## src/rtl/uart_alu_host.sv

```systemverilog
// uart_alu_host
// Host-side initiator for the UART ALU link. On a start request it latches
// operand A, operand B and the zero-extended operation code, serializes them
// as three back-to-back 8N1 bytes on o_tx, then waits for the single result
// byte coming back on i_rx and reports it with a one-cycle o_done pulse.
//
// Ports:
//   clk          system clock
//   i_rst_n      asynchronous active-low reset
//   i_tick       one-cycle pulse at 16x baud
//   i_start      transaction request, honoured only while idle
//   i_datoA/B    operands
//   i_operation  operation code (zero-extended to NB_DATA on the wire)
//   i_rx         serial line from the ALU side
//   o_tx         serial line to the ALU side, idles high
//   o_busy       high from start accept until the transaction ends
//   o_done       one-cycle end-of-transaction pulse
//   o_result     last good result byte, held between transactions
//   o_timeout    with o_done: no response arrived in time
//   o_frame_err  with o_done: response stop bit sampled low
module uart_alu_host #(
    parameter int NB_DATA       = 8,
    parameter int NB_OP         = 6,
    parameter int NB_STOP       = 16,
    parameter int TIMEOUT_TICKS = 4096,
    parameter int NB_TIMEOUT    = 13
) (
    input  logic               clk,
    input  logic               i_rst_n,
    input  logic               i_tick,
    input  logic               i_start,
    input  logic [NB_DATA-1:0] i_datoA,
    input  logic [NB_DATA-1:0] i_datoB,
    input  logic [NB_OP-1:0]   i_operation,
    input  logic               i_rx,
    output logic               o_tx,
    output logic               o_busy,
    output logic               o_done,
    output logic [NB_DATA-1:0] o_result,
    output logic               o_timeout,
    output logic               o_frame_err
);

    // The transmit tick counter must also cover a stop bit of NB_STOP ticks.
    localparam int NB_TCNT = ($clog2(NB_STOP) > 4) ? $clog2(NB_STOP) : 4;
    localparam int NB_BIDX = $clog2(NB_DATA);

    localparam logic [NB_TCNT-1:0]    TX_BIT_LAST  = NB_TCNT'(15);
    localparam logic [NB_TCNT-1:0]    TX_STOP_LAST = NB_TCNT'(NB_STOP - 1);
    localparam logic [NB_BIDX-1:0]    BIDX_LAST    = NB_BIDX'(NB_DATA - 1);
    localparam logic [NB_TIMEOUT-1:0] TO_LAST      = NB_TIMEOUT'(TIMEOUT_TICKS - 1);
    localparam logic [3:0]            RX_MID       = 4'd7;
    localparam logic [3:0]            RX_BIT_LAST  = 4'd15;

    typedef enum logic [1:0] {
        ST_IDLE    = 2'd0,
        ST_SEND    = 2'd1,
        ST_WAIT_RX = 2'd2,
        ST_DONE    = 2'd3
    } state_t;

    typedef enum logic [1:0] {
        TX_WAIT  = 2'd0,
        TX_START = 2'd1,
        TX_DATA  = 2'd2,
        TX_STOP  = 2'd3
    } tx_phase_t;

    typedef enum logic [1:0] {
        RX_HUNT  = 2'd0,
        RX_START = 2'd1,
        RX_DATA  = 2'd2,
        RX_STOP  = 2'd3
    } rx_phase_t;

    // Pick one of the three latched command bytes by index.
    function automatic logic [NB_DATA-1:0] sel_byte(
        input logic [1:0]         idx,
        input logic [NB_DATA-1:0] a,
        input logic [NB_DATA-1:0] b,
        input logic [NB_DATA-1:0] op
    );
        logic [NB_DATA-1:0] r;
        case (idx)
            2'd0:    r = a;
            2'd1:    r = b;
            2'd2:    r = op;
            default: r = {NB_DATA{1'b0}};
        endcase
        return r;
    endfunction

    state_t             state_r, state_next_s;
    logic [NB_DATA-1:0] cmd_a_r, cmd_b_r, cmd_op_r;
    logic [1:0]         byte_idx_r;
    tx_phase_t          tx_phase_r;
    logic [NB_TCNT-1:0] tx_cnt_r;
    logic [NB_BIDX-1:0] tx_bit_r;
    logic [NB_DATA-1:0] tx_shift_r;
    logic               tx_r;

    logic               rx_sync1_r, rx_sync2_r, rx_prev_r;
    rx_phase_t          rx_phase_r;
    logic [3:0]         rx_cnt_r;
    logic [NB_BIDX-1:0] rx_bit_r;
    logic [NB_DATA-1:0] rx_shift_r;
    logic [NB_TIMEOUT-1:0] to_cnt_r;

    logic               busy_r, done_r, timeout_r, frame_err_r;
    logic [NB_DATA-1:0] result_r;

    logic               accept_s, tx_end_s, rx_edge_s, rx_stop_s, to_fire_s;
    logic [NB_DATA-1:0] next_byte_s;

    assign accept_s  = (state_r == ST_IDLE) && i_start;
    assign tx_end_s  = (state_r == ST_SEND) && i_tick && (tx_phase_r == TX_STOP)
                       && (tx_cnt_r == TX_STOP_LAST) && (byte_idx_r == 2'd2);
    assign rx_edge_s = (state_r == ST_WAIT_RX) && (rx_phase_r == RX_HUNT)
                       && rx_prev_r && !rx_sync2_r;
    assign rx_stop_s = (state_r == ST_WAIT_RX) && i_tick && (rx_phase_r == RX_STOP)
                       && (rx_cnt_r == RX_BIT_LAST);
    // A start edge arriving on the expiry tick takes priority over the timeout.
    assign to_fire_s = (state_r == ST_WAIT_RX) && (rx_phase_r == RX_HUNT) && i_tick
                       && !rx_edge_s && (to_cnt_r == TO_LAST);
    assign next_byte_s = sel_byte(byte_idx_r + 2'd1, cmd_a_r, cmd_b_r, cmd_op_r);

    // Top FSM state register.
    always_ff @(posedge clk or negedge i_rst_n) begin
        if (!i_rst_n) begin
            state_r <= ST_IDLE;
        end else begin
            state_r <= state_next_s;
        end
    end

    // Top FSM next-state logic.
    always_comb begin
        state_next_s = state_r;
        case (state_r)
            ST_IDLE: begin
                if (accept_s) state_next_s = ST_SEND;
                else          state_next_s = ST_IDLE;
            end
            ST_SEND: begin
                if (tx_end_s) state_next_s = ST_WAIT_RX;
                else          state_next_s = ST_SEND;
            end
            ST_WAIT_RX: begin
                if (rx_stop_s || to_fire_s) state_next_s = ST_DONE;
                else                        state_next_s = ST_WAIT_RX;
            end
            ST_DONE: state_next_s = ST_IDLE;
            default: state_next_s = ST_IDLE;
        endcase
    end

    // Command latch and serializer; the first start bit waits for a tick after accept.
    always_ff @(posedge clk or negedge i_rst_n) begin
        if (!i_rst_n) begin
            cmd_a_r    <= {NB_DATA{1'b0}};
            cmd_b_r    <= {NB_DATA{1'b0}};
            cmd_op_r   <= {NB_DATA{1'b0}};
            byte_idx_r <= 2'd0;
            tx_phase_r <= TX_WAIT;
            tx_cnt_r   <= {NB_TCNT{1'b0}};
            tx_bit_r   <= {NB_BIDX{1'b0}};
            tx_shift_r <= {NB_DATA{1'b0}};
            tx_r       <= 1'b1;
        end else if (accept_s) begin
            cmd_a_r    <= i_datoA;
            cmd_b_r    <= i_datoB;
            cmd_op_r   <= {{(NB_DATA-NB_OP){1'b0}}, i_operation};
            byte_idx_r <= 2'd0;
            tx_phase_r <= TX_WAIT;
            tx_cnt_r   <= {NB_TCNT{1'b0}};
            tx_bit_r   <= {NB_BIDX{1'b0}};
            tx_r       <= 1'b1;
        end else if ((state_r == ST_SEND) && i_tick) begin
            case (tx_phase_r)
                TX_WAIT: begin
                    tx_r       <= 1'b0;
                    tx_shift_r <= cmd_a_r;
                    tx_cnt_r   <= {NB_TCNT{1'b0}};
                    tx_phase_r <= TX_START;
                end
                TX_START: begin
                    if (tx_cnt_r == TX_BIT_LAST) begin
                        tx_r       <= tx_shift_r[0];
                        tx_shift_r <= {1'b0, tx_shift_r[NB_DATA-1:1]};
                        tx_bit_r   <= {NB_BIDX{1'b0}};
                        tx_cnt_r   <= {NB_TCNT{1'b0}};
                        tx_phase_r <= TX_DATA;
                    end else begin
                        tx_cnt_r <= tx_cnt_r + NB_TCNT'(1);
                    end
                end
                TX_DATA: begin
                    if (tx_cnt_r == TX_BIT_LAST) begin
                        tx_cnt_r <= {NB_TCNT{1'b0}};
                        if (tx_bit_r == BIDX_LAST) begin
                            tx_r       <= 1'b1;
                            tx_phase_r <= TX_STOP;
                        end else begin
                            tx_r       <= tx_shift_r[0];
                            tx_shift_r <= {1'b0, tx_shift_r[NB_DATA-1:1]};
                            tx_bit_r   <= tx_bit_r + NB_BIDX'(1);
                        end
                    end else begin
                        tx_cnt_r <= tx_cnt_r + NB_TCNT'(1);
                    end
                end
                TX_STOP: begin
                    if (tx_cnt_r == TX_STOP_LAST) begin
                        tx_cnt_r <= {NB_TCNT{1'b0}};
                        if (byte_idx_r == 2'd2) begin
                            tx_phase_r <= TX_WAIT;
                        end else begin
                            // Next start bit follows the stop bit with no idle gap.
                            byte_idx_r <= byte_idx_r + 2'd1;
                            tx_r       <= 1'b0;
                            tx_shift_r <= next_byte_s;
                            tx_phase_r <= TX_START;
                        end
                    end else begin
                        tx_cnt_r <= tx_cnt_r + NB_TCNT'(1);
                    end
                end
                default: begin
                    tx_r       <= 1'b1;
                    tx_phase_r <= TX_WAIT;
                end
            endcase
        end else if (state_r == ST_IDLE) begin
            byte_idx_r <= 2'd0;
            tx_r       <= 1'b1;
        end
    end

    // Two-flop synchronizer plus one history flop for falling-edge detection.
    always_ff @(posedge clk or negedge i_rst_n) begin
        if (!i_rst_n) begin
            rx_sync1_r <= 1'b1;
            rx_sync2_r <= 1'b1;
            rx_prev_r  <= 1'b1;
        end else begin
            rx_sync1_r <= i_rx;
            rx_sync2_r <= rx_sync1_r;
            rx_prev_r  <= rx_sync2_r;
        end
    end

    // Response receiver and timeout counter; held cleared outside WAIT_RX.
    always_ff @(posedge clk or negedge i_rst_n) begin
        if (!i_rst_n) begin
            rx_phase_r <= RX_HUNT;
            rx_cnt_r   <= 4'd0;
            rx_bit_r   <= {NB_BIDX{1'b0}};
            rx_shift_r <= {NB_DATA{1'b0}};
            to_cnt_r   <= {NB_TIMEOUT{1'b0}};
        end else if (state_r != ST_WAIT_RX) begin
            rx_phase_r <= RX_HUNT;
            rx_cnt_r   <= 4'd0;
            rx_bit_r   <= {NB_BIDX{1'b0}};
            to_cnt_r   <= {NB_TIMEOUT{1'b0}};
        end else begin
            case (rx_phase_r)
                RX_HUNT: begin
                    if (rx_edge_s) begin
                        rx_cnt_r   <= 4'd0;
                        rx_phase_r <= RX_START;
                    end else if (i_tick) begin
                        to_cnt_r <= to_cnt_r + NB_TIMEOUT'(1);
                    end
                end
                RX_START: begin
                    if (i_tick) begin
                        if (rx_cnt_r == RX_MID) begin
                            rx_cnt_r <= 4'd0;
                            rx_bit_r <= {NB_BIDX{1'b0}};
                            // A line already back high was a glitch, not a start bit.
                            if (!rx_sync2_r) rx_phase_r <= RX_DATA;
                            else             rx_phase_r <= RX_HUNT;
                        end else begin
                            rx_cnt_r <= rx_cnt_r + 4'd1;
                        end
                    end
                end
                RX_DATA: begin
                    if (i_tick) begin
                        if (rx_cnt_r == RX_BIT_LAST) begin
                            rx_cnt_r   <= 4'd0;
                            rx_shift_r <= {rx_sync2_r, rx_shift_r[NB_DATA-1:1]};
                            if (rx_bit_r == BIDX_LAST) rx_phase_r <= RX_STOP;
                            else                       rx_bit_r   <= rx_bit_r + NB_BIDX'(1);
                        end else begin
                            rx_cnt_r <= rx_cnt_r + 4'd1;
                        end
                    end
                end
                RX_STOP: begin
                    if (i_tick) begin
                        if (rx_cnt_r == RX_BIT_LAST) begin
                            rx_cnt_r   <= 4'd0;
                            rx_phase_r <= RX_HUNT;
                        end else begin
                            rx_cnt_r <= rx_cnt_r + 4'd1;
                        end
                    end
                end
                default: rx_phase_r <= RX_HUNT;
            endcase
        end
    end

    // Status outputs; error flags live only in the o_done cycle.
    always_ff @(posedge clk or negedge i_rst_n) begin
        if (!i_rst_n) begin
            busy_r      <= 1'b0;
            done_r      <= 1'b0;
            timeout_r   <= 1'b0;
            frame_err_r <= 1'b0;
            result_r    <= {NB_DATA{1'b0}};
        end else begin
            if (accept_s)                busy_r <= 1'b1;
            else if (state_r == ST_DONE) busy_r <= 1'b0;
            done_r      <= rx_stop_s | to_fire_s;
            timeout_r   <= to_fire_s;
            frame_err_r <= rx_stop_s & ~rx_sync2_r;
            if (rx_stop_s && rx_sync2_r) result_r <= rx_shift_r;
        end
    end

    assign o_tx        = tx_r;
    assign o_busy      = busy_r;
    assign o_done      = done_r;
    assign o_result    = result_r;
    assign o_timeout   = timeout_r;
    assign o_frame_err = frame_err_r;

endmodule
```

## config.mk

```make
export PLATFORM = sky130hd
export DESIGN_NAME = uart_alu_host
export DESIGN_NICKNAME = d
export VERILOG_FILES = /design/src/rtl/uart_alu_host.sv
export SDC_FILE = /design/constraint.sdc
export NUM_CORES = 1
export LEC_CHECK = 0
export CORE_MARGIN = 5
export CORE_UTILIZATION = 40
export CTS_CLUSTER_SIZE = 16
export DETAILED_ROUTE_END_ITERATION = 12
export PLACE_DENSITY = 0.6
export SYNTH_ARGS = -nofsm -noshare
export SYNTH_HDL_FRONTEND = slang
export SYNTH_SLANG_ARGS = --single-unit
```

## constraint.sdc

```tcl
create_clock -name clk -period 3.9 [get_ports clk]
set_input_delay 1.17 -clock clk [delete_from_list [all_inputs] [get_ports clk]]
set_output_delay 1.17 -clock clk [all_outputs]
set_load 0.05 [all_outputs]
```

Word-level counts from Yosys, hierarchy flattened
Cells that the tools add are included.

cells by class
  equal/unequal tests = 47
  $add $sub $neg = 6
  bitwise logic cells = 5
  reductions and logical operators = 41
  mux-type cells = 75

operators by type and width
  cell                   number
  $mux 13                4
  $mux 2                 23
  $mux 8                 5
  $mux 4                 9
  $mux 3                 11
  $ne 3x3->1 const B     11
  $pmux 8 s4             1
  $pmux 2 s4             3
  $pmux 8 s3             1
  $eq 2x2->1 const B     8
  $logic_and 1x1->1      15
  $ne 3x2->1 const B     5
  $reduce_and 5->1       3
  $add 13x1->13 const B  1
  $eq 13x12->1 const B   1
  $mux 1                 13
  $ne 4x4->1 const B     3
  $pmux 3 s2             2
  $pmux 4 s3             1
  $ne 2x2->1 const B     5
  $reduce_bool 3->1      3
  $add 4x1->4 const B    2
  $eq 2x1->1 const B     4
  $eq 4x4->1 const B     2
  other kinds (23)       38

storage, ports and cells
  output and inout port bits = 13
  bits in registers = 89
  input bits = 27

Depth between registers and ports, before layout
Gate-level depths: netlist of the first run.

  depth after elaboration = 10
  mapped depth = 7

Least setup slack after synthesis of the first run
No wires, ideal clock.

  path kind = input to register
  from = input port i_tick
  to = register tx_shift_r[0]
  stages = 5
  slack = 1.687 ns
  arrival = 2.089 ns
  cell sequence = and3b_1 clkbuf_2 nand2_1 nor2_4 mux2_2

between the ends
  word-level cells in the longest chain between the ends = 2

RTL lines
  what                               RTL line  source
  start: declaration                 30        input logic i_tick,
  $logic_and 1x1->1                  178       end else if ((state_r == ST_SEND) && i_tick) begin
  $reduce_and 7->1 (no source line)  n/a
  end signal: assignment             182       tx_shift_r <= cmd_a_r;
  end signal: assignment             189       tx_shift_r <= {1'b0, tx_shift_r[NB_DATA-1:1]};
  end signal: assignment             205       tx_shift_r <= {1'b0, tx_shift_r[NB_DATA-1:1]};
  end: declaration                   99        logic [NB_DATA-1:0] tx_shift_r;

Every way passes these cells.
A chain may end at the register's enable or synchronous reset.

Worst setup path in the final report of the first run
  from = input port i_tick
  to = register tx_shift_r[7]

Same word-level chain as after synthesis.

==> impl_metrics.toml, run 1 <==
[clock_network]
clk_latency_ns = 0.35
tritoncts = "done"
cts-buffers-inserted = 9
cts-htree-levels = 3
postCtsSetupBuffers = 0
cts.sinks = 89
number_of_hold_buffers_added_after_cts = 0
max-clock-path-buffers = 2
cts_resized = 0
clock_tree.root_cell = "clkbuf_8"
clock_pin_slew_worst_setup_and_hold_paths_ns = 0.09

[synth]
ys_warn_count = 0
synthArstFlopShare_pct = 100.0
yosysSeqAreaShare_pct = 50.41
syn_nets = 421
synth.cell_area_mm2 = 0.004428
synth_top_cells_by_area = "dfrtp_1, mux2_2, ha_1, nor2_1, dfstp_2"
yosys.area.top_type_share_pct = 48.04
synth-seq-cells = 89
syn_inst = 378
synth-edff-count = 0
synth_top_flop_cell = "dfrtp_1"
post-synth-top-area-cell = "dfrtp_1"
syn_avg_cell_area_um2 = 11.71
yosys.cell_types.count = 66

[timing]
finalCriticalPeriod_ns = 2.922
timing.setup.tns_ns = 0
skew_ns = 0.004037
finalHoldWorstSlack_ns = 0.3644
max_clock_freq_mhz = 342.3
worstMarginPinSlew_ns = 0.7682
finalMaxSlewViolations = 0
final_critical_path_setup_slack_ns = 0.9784
unrepaired_setup_endpoints_after_global_routing = "no"
report.final.hold_viol_count = 0
slew_headroom_pct = 48.66
report.final.setup_viol = 0
final_min_period_over_clock_period_pct = 74.91

[grt]
grt_antenna_before_repair = 0
global_route.usage.total_pct = 14.35
grt_first_pass_wirelength_mm = 15.37
largest_net_degree_at_the_start_of_global_routing = 39
grt_pass1_vias = 3132
global_route.overflow_total = 0

[hold_path]
timing.hold.worst.class = "reg2reg"

[power_and_ir_drop]
cell_internal_pwr_uw = 1588
design_power_total_uw = 2299
portion_of_total_power_attributed_to_sequential_cells_pct = 49.7
cellLeakagePower_uw = 0.002237
swShare_pct = 30.92
power.share.clock_pct = 24.8
total_net_switching_power_uw = 710.8
vdd_ir_drop_max_v = 0.0003671
power.density_mw_per_mm2 = 448.8
share_comb_of_total_power_pct = 25.4

[die]
fp.dieArea_mm2 = 0.01327
die_width_um = 115.2
die_h_um = 115.2
initial_core_util_pct = 40.85
design.core.area_mm2 = 0.01084
rows = 38
ioPinCount = 40

[layout]
area_growth_syn_to_layout_pct = 15.65
finish.net_count = 460
post_route_cells_drive_above_1_share_pct = 22.27
register_area_mm2 = 0.002232
num_antenna_cells = 0
filler_cell_count = 1022
multiInputGateArea_mm2 = 0.002071

[place]
routabilityCongestion = 0.8759
dp_slack_ns = 0.5842
buffer_ports.inserted = 39
hpwlAfterDp_mm = 6.218

[detailed_routing]
initialDrtViolationCount = 149
routedWlPerCell_um = 15.61
drc_errors = 0
postRouteWirelength_mm = 8.772
via_count = 3038
detail-route-antenna-nets = 0
vias_per_cell = 5.406
drt-pass1-iter-count = 4

[worst_setup_path]
crit_path_max_fanout = 10
worst-setup-path-type = "in2reg"
crit_slowest_cell = "clkdlybuf4s50_1"
worst_ep_arrival_time_ns = 3.16
critPathLaunchType = "primary input"
cpPeakStageDelay_ns = 0.83
critPathBufInv = 1
critPathTopFamily = "buffers and inverters"
category_of_the_worst_setup_path_capture_point = "flip-flop"
cp.required_ns = 4.14
path_cells = "clkdlybuf4s50_1, and3b_1, nand2_1, nor2_4, mux2_2"

[run]
number_of_maximum_capacitance_constraint_violations = 0

[outcome]
run_status = "complete, no violations"
-- synthesized netlist by cell type, drive strengths merged, types with 3 or more instances --
master	number
or2	4
ha	16
o31ai	6
nor2	33
dfstp	4
dfrtp	85
mux2	47
nand4	8
a21oi	13
nand3	11
mux2i	6
nand3b	4
clkbuf	5
nand2	21
a221o	6
a22oi	9
buf	11
nor3	4
and3	7
or4	5
o21ai	15
xor2	6
a211oi	3
inv	12
-- per-layer routing --
metal / global-route usage [%] / wire length, um / up-vias
li1: - / - / 1472
met1: 19.73 / 4116 / 1486
met2: 22.69 / 4166 / 72
met3: 3.526 / 397 / 8
met4: 3.991 / 91 / 0
met5: 0 / 0 / -
-- cells by family after synthesis --
group,Yosys count,synth area share [%]
buffers and inverters,28,2.939
adders and majority gates,16,4.521
xor gates and xnor gates,7,1.385
muxes,53,13.31
AOI/OAI and AO/OA,71,11.64
DFF,89,50.41
and+or+nand+nor,114,15.80
-- flip-flops by register name, indices dropped and copies added, names as in the netlist, 2 cells and up, named ones only --
register    count
cmd_a_r         8
cmd_op_r        6
o_result        8
to_cnt_r       13
rx_cnt_r        4
rx_bit_r        3
rx_shift_r      8
cmd_b_r         8
tx_phase_r      2
tx_cnt_r        4
tx_bit_r        3
rx_phase_r      2
byte_idx_r      2
tx_shift_r      8
-- path summary, 6_finish.rpt --
check	from	to	slack (ns)	cells after the start
max in group asynchronous	i_rst_n	o_tx$_DFFE_PN1P_	2.35	2
hold / removal	rx_sync1_r$_DFF_PN1_	rx_sync2_r$_DFF_PN1_	0.36	0
hold reg to reg	rx_sync1_r$_DFF_PN1_	rx_sync2_r$_DFF_PN1_	0.36	0
setup / recovery	i_tick	tx_shift_r[7]$_DFFE_PN0P_	0.98	5
setup reg to reg	tx_phase_r[0]$_DFFE_PN0P_	tx_shift_r[7]$_DFFE_PN0P_	1.85	6
min in group asynchronous	i_rst_n	tx_phase_r[1]$_DFFE_PN0P_	0.77	1
-- final cells by class --
type                       instances  share of cell area, %
timing repair buffer              44                  8.307
sequential                        89                  43.59
clock inverter                     5                 0.6108
inverter                          12                 0.8796
multi-input combinational        261                  40.43
tap                              140                  3.420
clock buffer                      11                  2.761
-- power by group through the flow --
stage | clock network, uW | logic (uW) | registers, uW
3_5_place_dp | 0 | 592 | 1160
3_3_place_gp | 0 | 576 | 1160
2_1_floorplan | 0 | 420 | 1160
6_report | 571 | 584 | 1140
5_1_grt | 623 | 653 | 1160
4_1_cts | 592 | 593 | 1140
-- cell usage in the layout, fill, tap and decap left out, drive strengths merged, types with 3 or more instances in the layout --
cell           count
nand3b             4
inv               12
mux2i              6
mux2              47
or4                5
buf                6
and3               7
dfstp              4
nand4              8
clkdlybuf4s50     38
a211oi             3
dfrtp             85
or2                4
clkbuf            11
xor2               6
nor3               4
nand2             21
a21oi             13
a221o              6
nor2              33
a22oi              9
clkinv             4
ha                16
o21ai             15
nand3             11
o31ai              6
-- per-stage QoR --
| step | util [%] | instances | cell area (um2) |
|---|---|---|---|
| finish | 47.24 | 562 | 5121 |
| detailed placement | 45.65 | 546 | 4949 |
| CTS | 47.24 | 562 | 5121 |
| floorplan | - | 378 | 4428 |
| global placement | 45.65 | 546 | 4949 |
| global route | 47.24 | 562 | 5121 |
Power figures use the tool's default switching activity.
==> run 2, diff against run 1 <==
--- a/config.mk
+++ b/config.mk
@@ -9,7 +9,7 @@
 export CORE_UTILIZATION = 40
 export CTS_CLUSTER_SIZE = 16
 export DETAILED_ROUTE_END_ITERATION = 12
-export PLACE_DENSITY = 0.6
+export PLACE_DENSITY = 0.62
 export SYNTH_ARGS = -nofsm -noshare
 export SYNTH_HDL_FRONTEND = slang
 export SYNTH_SLANG_ARGS = --single-unit
==> constraint.sdc (replaced) <==
create_clock -name clk -period 2.3 [get_ports clk]
set_input_delay 0.69 -clock clk [delete_from_list [all_inputs] [get_ports clk]]
set_output_delay 0.69 -clock clk [all_outputs]
set_load 0.05 [all_outputs]
==> run 2 against run 1 <==
  * Non-clock buffer count grew 15
  * Highest routed layer unchanged
  * Count of clock-buffer cells in the layout shrank 1
  * Wire length shrank 0.56%
  * Cell area grew 4.5%
  * Largest cell class unchanged
==> impl_metrics.toml, run 2 (same netlist as run 1, synthesis figures left out) <==
[outcome]
run_status = "complete, no violations"

[detailed_routing]
drt-pass1-iter-count = 4
via_count = 3100
initialDrtViolationCount = 122
routedWlPerCell_um = 15.12
postRouteWirelength_mm = 8.723
drc_errors = 0
detail-route-antenna-nets = 0
vias_per_cell = 5.373

[layout]
area_growth_syn_to_layout_pct = 20.88
num_antenna_cells = 0
post_route_cells_drive_above_1_share_pct = 25.17
top_register = "to_cnt_r"
layout.cell_area.non_filler_mm2 = 0.005353
fin_cells = 577
finish.net_count = 475
multiInputGateArea_mm2 = 0.002071
filler_cell_count = 984
flip_flop_count_of_the_largest_register_all_copies_and_words_added = 13
most_frequent_cells_in_the_layout = "dfrtp_1, mux2_2, clkdlybuf4s50_1, nor2_1, nand2_1"
register_area_mm2 = 0.002232
layout_commonest_cell = "dfrtp_1"

[clock_network]
max-clock-path-buffers = 2
cts.sinks = 89
number_of_hold_buffers_added_after_cts = 0
clk_latency_ns = 0.36
clock_pin_slew_worst_setup_and_hold_paths_ns = 0.10
postCtsSetupBuffers = 0
cts-buffers-inserted = 9
cts-htree-levels = 3
cts_resized = 0
tritoncts = "done"
clock_tree.root_cell = "clkbuf_8"

[power_and_ir_drop]
vdd_ir_drop_max_v = 0.0004219
cellLeakagePower_uw = 0.002351
power.density_mw_per_mm2 = 792.4

[timing]
slew_headroom_pct = 64.02
worstMarginPinSlew_ns = 0.5386
skew_ns = 0.01277
report.final.hold_viol_count = 0
finalMaxSlewViolations = 0
finalHoldWorstSlack_ns = 0.2559
max_clock_freq_mhz = 448.9
finalCriticalPeriod_ns = 2.228
final_min_period_over_clock_period_pct = 96.86
unrepaired_setup_endpoints_after_global_routing = "no"
report.final.setup_viol = 0

[worst_setup_path]
crit_slowest_cell = "clkdlybuf4s50_1"
critPathLaunchType = "flip-flop"
critPathBufInv = 1
worst-setup-path-type = "reg2out"
critical_path_depth = 1
category_of_the_worst_setup_path_capture_point = "output pin"
crit_path_max_fanout = 2
cp.required_ns = 1.61
path_cells = "clkdlybuf4s50_1"
worst_ep_arrival_time_ns = 1.54
cpPeakStageDelay_ns = 0.82
critPathTopFamily = "buffers and inverters"
ff2ff_path_depth = 6

[die]
rows = 38
initial_core_util_pct = 40.85
die_h_um = 115.2
design.core.area_mm2 = 0.01084
die_width_um = 115.2
fp.dieArea_mm2 = 0.01327
ioPinCount = 40

[grt]
grt_first_pass_wirelength_mm = 15.22
grt_pass1_vias = 3185
grt_antenna_before_repair = 0
global_route.overflow_total = 0
largest_net_degree_at_the_start_of_global_routing = 34
global_route.usage.total_pct = 14.22

[place]
buffer_ports.inserted = 39
hpwlAfterDp_mm = 6.225
placed_cells_incl_taps = 561
detailed_place.area_mm2 = 0.005109
routabilityCongestion = 0.8016

[hold_path]
timing.hold.worst.class = "in2async"

[run]
number_of_maximum_capacitance_constraint_violations = 0
[run 2: cell types whose count changed in the layout (fill, tap and decap cells not counted), moves of 2 or more]
cell and change:
buf_4 +12, buf_12 +4, bufinv_16 +3, clkinv_2 -3, clkdlybuf4s50_1 -2
[run 2: routing by layer]
metal  track usage (%)  vias to the layer above  part of all wire, %
met5                 0                        -                    0
met4             4.695                        0                  1.3
li1                  -                     1511                    -
met1             19.87                     1543                   50
met2             21.84                       37                   45
met3             3.368                        9                  2.8
[run 2: worst paths after layout]
path                                                 from                         to  slack, ns
worst max-delay path              o_result[6]$_DFFE_PN0P_                o_result[6]       0.07
worst min-delay path                              i_rst_n    rx_cnt_r[0]$_DFFE_PN0P_       0.26
worst max register to register  tx_phase_r[0]$_DFFE_PN0P_  tx_shift_r[7]$_DFFE_PN0P_       0.22
worst min register to register       rx_sync1_r$_DFF_PN1_       rx_sync2_r$_DFF_PN1_       0.36
max in group asynchronous                         i_rst_n        rx_prev_r$_DFF_PN1_       1.43
min in group clk                     rx_sync1_r$_DFF_PN1_       rx_sync2_r$_DFF_PN1_       0.36
[run 2: cell type report]
cell class / count / area share, %
Tap cell: 140 / 3.273
Sequential cell: 89 / 41.70
Inverter: 12 / 0.8415
Multi-Input combinational cell: 261 / 38.69
Clock buffer: 10 / 2.384
Timing Repair Buffer: 59 / 10.99
Clock inverter: 6 / 2.127
[run 2: stage by stage]
stage	total power [uW]	util, %	TNS (ns)	setup slack (ns)
6_report	4241	49.38	0	0.07215
2_1_floorplan	2674	-	0	0.4303
5_1_grt	4466	49.38	0	0.01220
4_1_cts	4290	49.35	0	0.007166
3_3_place_gp	2943	47.13	-0.3591	-0.04552
3_5_place_dp	2982	47.13	-0.7170	-0.06599
[run 2: where the power goes]
part	internal [uW]	switching [uW]	total (uW)
logic	502	506	1010
registers	1790	148	1930
clock network	726	574	1300
total	3010	1230	4240
==> run 3, diff against run 2 <==
--- a/config.mk
+++ b/config.mk
@@ -5,7 +5,7 @@
 export SDC_FILE = /design/constraint.sdc
 export NUM_CORES = 1
 export LEC_CHECK = 0
-export CORE_MARGIN = 5
+export CORE_MARGIN = 3
 export CORE_UTILIZATION = 40
 export CTS_CLUSTER_SIZE = 16
 export DETAILED_ROUTE_END_ITERATION = 12
==> run 3 against run 2 <==
  * Clock power decreased by 19%
  * Maximum frequency about the same
  * Clock skew increased by 0.00055 ns
  * Wire length decreased by 0.94%
  * Sequential power barely moved
  * Sequential share of layout area is 0.47 points higher
  * Total power shrank 5.8%
  * Global-route usage grew 0.40 points
  * Critical path depth unchanged
  * Combinational power barely moved
  * Critical path type unchanged
  * Critical endpoint is now o_result[1]
  * Largest cell class unchanged
  * Largest power group unchanged
==> impl_metrics.toml, run 3 (same netlist as run 1, synthesis figures left out) <==
[clock_network]
cts-buffers-inserted = 9
clock_pin_slew_worst_setup_and_hold_paths_ns = 0.10
clock_tree.root_cell = "clkbuf_8"
cts-htree-levels = 3
postCtsSetupBuffers = 0
cts.sinks = 89
tritoncts = "done"
max-clock-path-buffers = 2
clk_latency_ns = 0.36
cts_resized = 0
number_of_hold_buffers_added_after_cts = 0

[worst_setup_path]
worst-setup-path-type = "reg2out"
regToRegEndpoint = "tx_shift_r[5]$_DFFE_PN0P_"
critPathLaunchType = "flip-flop"
ff2ff_setup_slack_ns = 0.23
cpPeakStageDelay_ns = 0.81
critPathTopFamily = "buffers and inverters"
worst_ep_arrival_time_ns = 1.54
ff2ff_path_depth = 6
category_of_the_worst_setup_path_capture_point = "output pin"
cp.required_ns = 1.61
crit_slowest_cell = "clkdlybuf4s50_1"
path_cells = "clkdlybuf4s50_1"
critPathBufInv = 1
critical_path.reg2reg.startpoint = "tx_phase_r[0]$_DFFE_PN0P_"
crit_path_max_fanout = 2

[detailed_routing]
drt-pass1-iter-count = 4
drc_errors = 0
routedWlPerCell_um = 15.13
via_count = 3064
initialDrtViolationCount = 130
postRouteWirelength_mm = 8.641
detail-route-antenna-nets = 0
vias_per_cell = 5.366

[place]
hpwlAfterDp_mm = 6.167
routabilityCongestion = 0.8067
buffer_ports.inserted = 39

[power_and_ir_drop]
design_power_total_uw = 3993
cellLeakagePower_uw = 0.002319
vdd_ir_drop_max_v = 0.0003348
power.density_mw_per_mm2 = 754.5

[timing]
finalHoldWorstSlack_ns = 0.2949
report.final.hold_viol_count = 0
timing.setup.tns_ns = 0
unrepaired_setup_endpoints_after_global_routing = "no"
final_min_period_over_clock_period_pct = 96.80
max_clock_freq_mhz = 449.2
worstMarginPinSlew_ns = 0.5461
report.final.setup_viol = 0
finalCriticalPeriod_ns = 2.226
skew_ns = 0.01332
finalMaxSlewViolations = 0
slew_headroom_pct = 63.52

[layout]
num_antenna_cells = 0
top_register = "to_cnt_r"
layout_commonest_cell = "dfrtp_1"
area_growth_syn_to_layout_pct = 19.53
finish.net_count = 473
filler_cell_count = 959
most_frequent_cells_in_the_layout = "dfrtp_1, mux2_2, clkdlybuf4s50_1, nor2_1, nand2_1"
final_core_utilization_pct = 50.14
flip_flop_count_of_the_largest_register_all_copies_and_words_added = 13
post_route_cells_drive_above_1_share_pct = 25.29

[grt]
grt_pass1_vias = 3093
grt_antenna_before_repair = 0
global_route.overflow_total = 0
largest_net_degree_at_the_start_of_global_routing = 41
grt_first_pass_wirelength_mm = 15.10
global_route.usage.total_pct = 14.62

[die]
rows = 37
initial_core_util_pct = 41.95
ioPinCount = 40
die_h_um = 111.2
die_width_um = 111.2
fp.dieArea_mm2 = 0.01237
design.core.area_mm2 = 0.01056

[run]
number_of_maximum_capacitance_constraint_violations = 0

[outcome]
run_status = "complete, no violations"

[hold_path]
timing.hold.worst.class = "in2async"
==> run 3: cell count changes in the layout (fill, tap and decap cells not counted), sizes merged <==
| cell | previous run | this run |
|---|---|---|
| bufinv | 3 | 0 |
| inv | 13 | 15 |
| buf | 22 | 21 |
| clkbuf | 10 | 9 |
| clkinv | 0 | 1 |
| clkinvlp | 2 | 3 |
| dlymetal6s2s | 1 | 0 |
==> run 3: metrics by stage <==
step	instances	setup slack (ns)	instance area, um2
finish	571	0.07371	5293
global placement	555	-0.05502	5099
global route	571	0.005309	5293
CTS	571	0.04834	5293
floorplan	378	0.4303	4428
detailed placement	555	-0.07389	5099
==> run 3: how the worst max path moves through the flow <==
stage                                    from                        end  slack (ns)  depth (start not counted)
finish                o_result[1]$_DFFE_PN0P_                o_result[1]        0.07                          1
global route          o_result[2]$_DFFE_PN0P_                o_result[2]       0.005                          1
detailed placement                     i_tick  byte_idx_r[0]$_DFFE_PN0P_       -0.07                          7
global placement                       i_tick  tx_shift_r[0]$_DFFE_PN0P_       -0.06                          6
floorplan           tx_phase_r[0]$_DFFE_PN0P_  tx_shift_r[0]$_DFFE_PN0P_        0.43                          6
CTS                   o_result[3]$_DFFE_PN0P_                o_result[3]        0.05                          1
==> run 3: power breakdown <==
| group | switching [uW] | total, uW | internal [uW] |
|---|---|---|---|
| logic | 506 | 1010 | 501 |
| clock network | 628 | 1050 | 420 |
| registers | 152 | 1940 | 1790 |
| total | 1290 | 3990 | 2710 |
==> run 3: worst register-to-register path: cells and delay by family, from the launching register on <==
| kind | cells | cell delay [ns] |
|---|---|---|
| compound gates | 1 | 0.25 |
| fa+ha+maj | 1 | 0.28 |
| buf+inv | 1 | 0.08 |
| flops | 1 | 0.40 |
| mux | 1 | 0.37 |
| simple gates | 2 | 0.58 |
==> run 3: final cells by class <==
class	count	area [um2]	share of cell area (%)
clock inverters	7	70.07	1.324
multi-input cells	261	2071	39.13
flip-flops and latches	89	2232	42.17
inverters	12	45.04	0.8511
repair buffers	57	580.6	10.97
clock buffers	9	123.9	2.340
well taps	136	170.2	3.215
==> run 3: routing by layer <==
| metal | share of wire [%] | GRT usage, % |
|---|---|---|
| met5 | 0 | 0 |
| met4 | 0.88 | 3.731 |
| met3 | 3.3 | 3.221 |
| met2 | 46 | 22.16 |
| met1 | 50 | 21.29 |
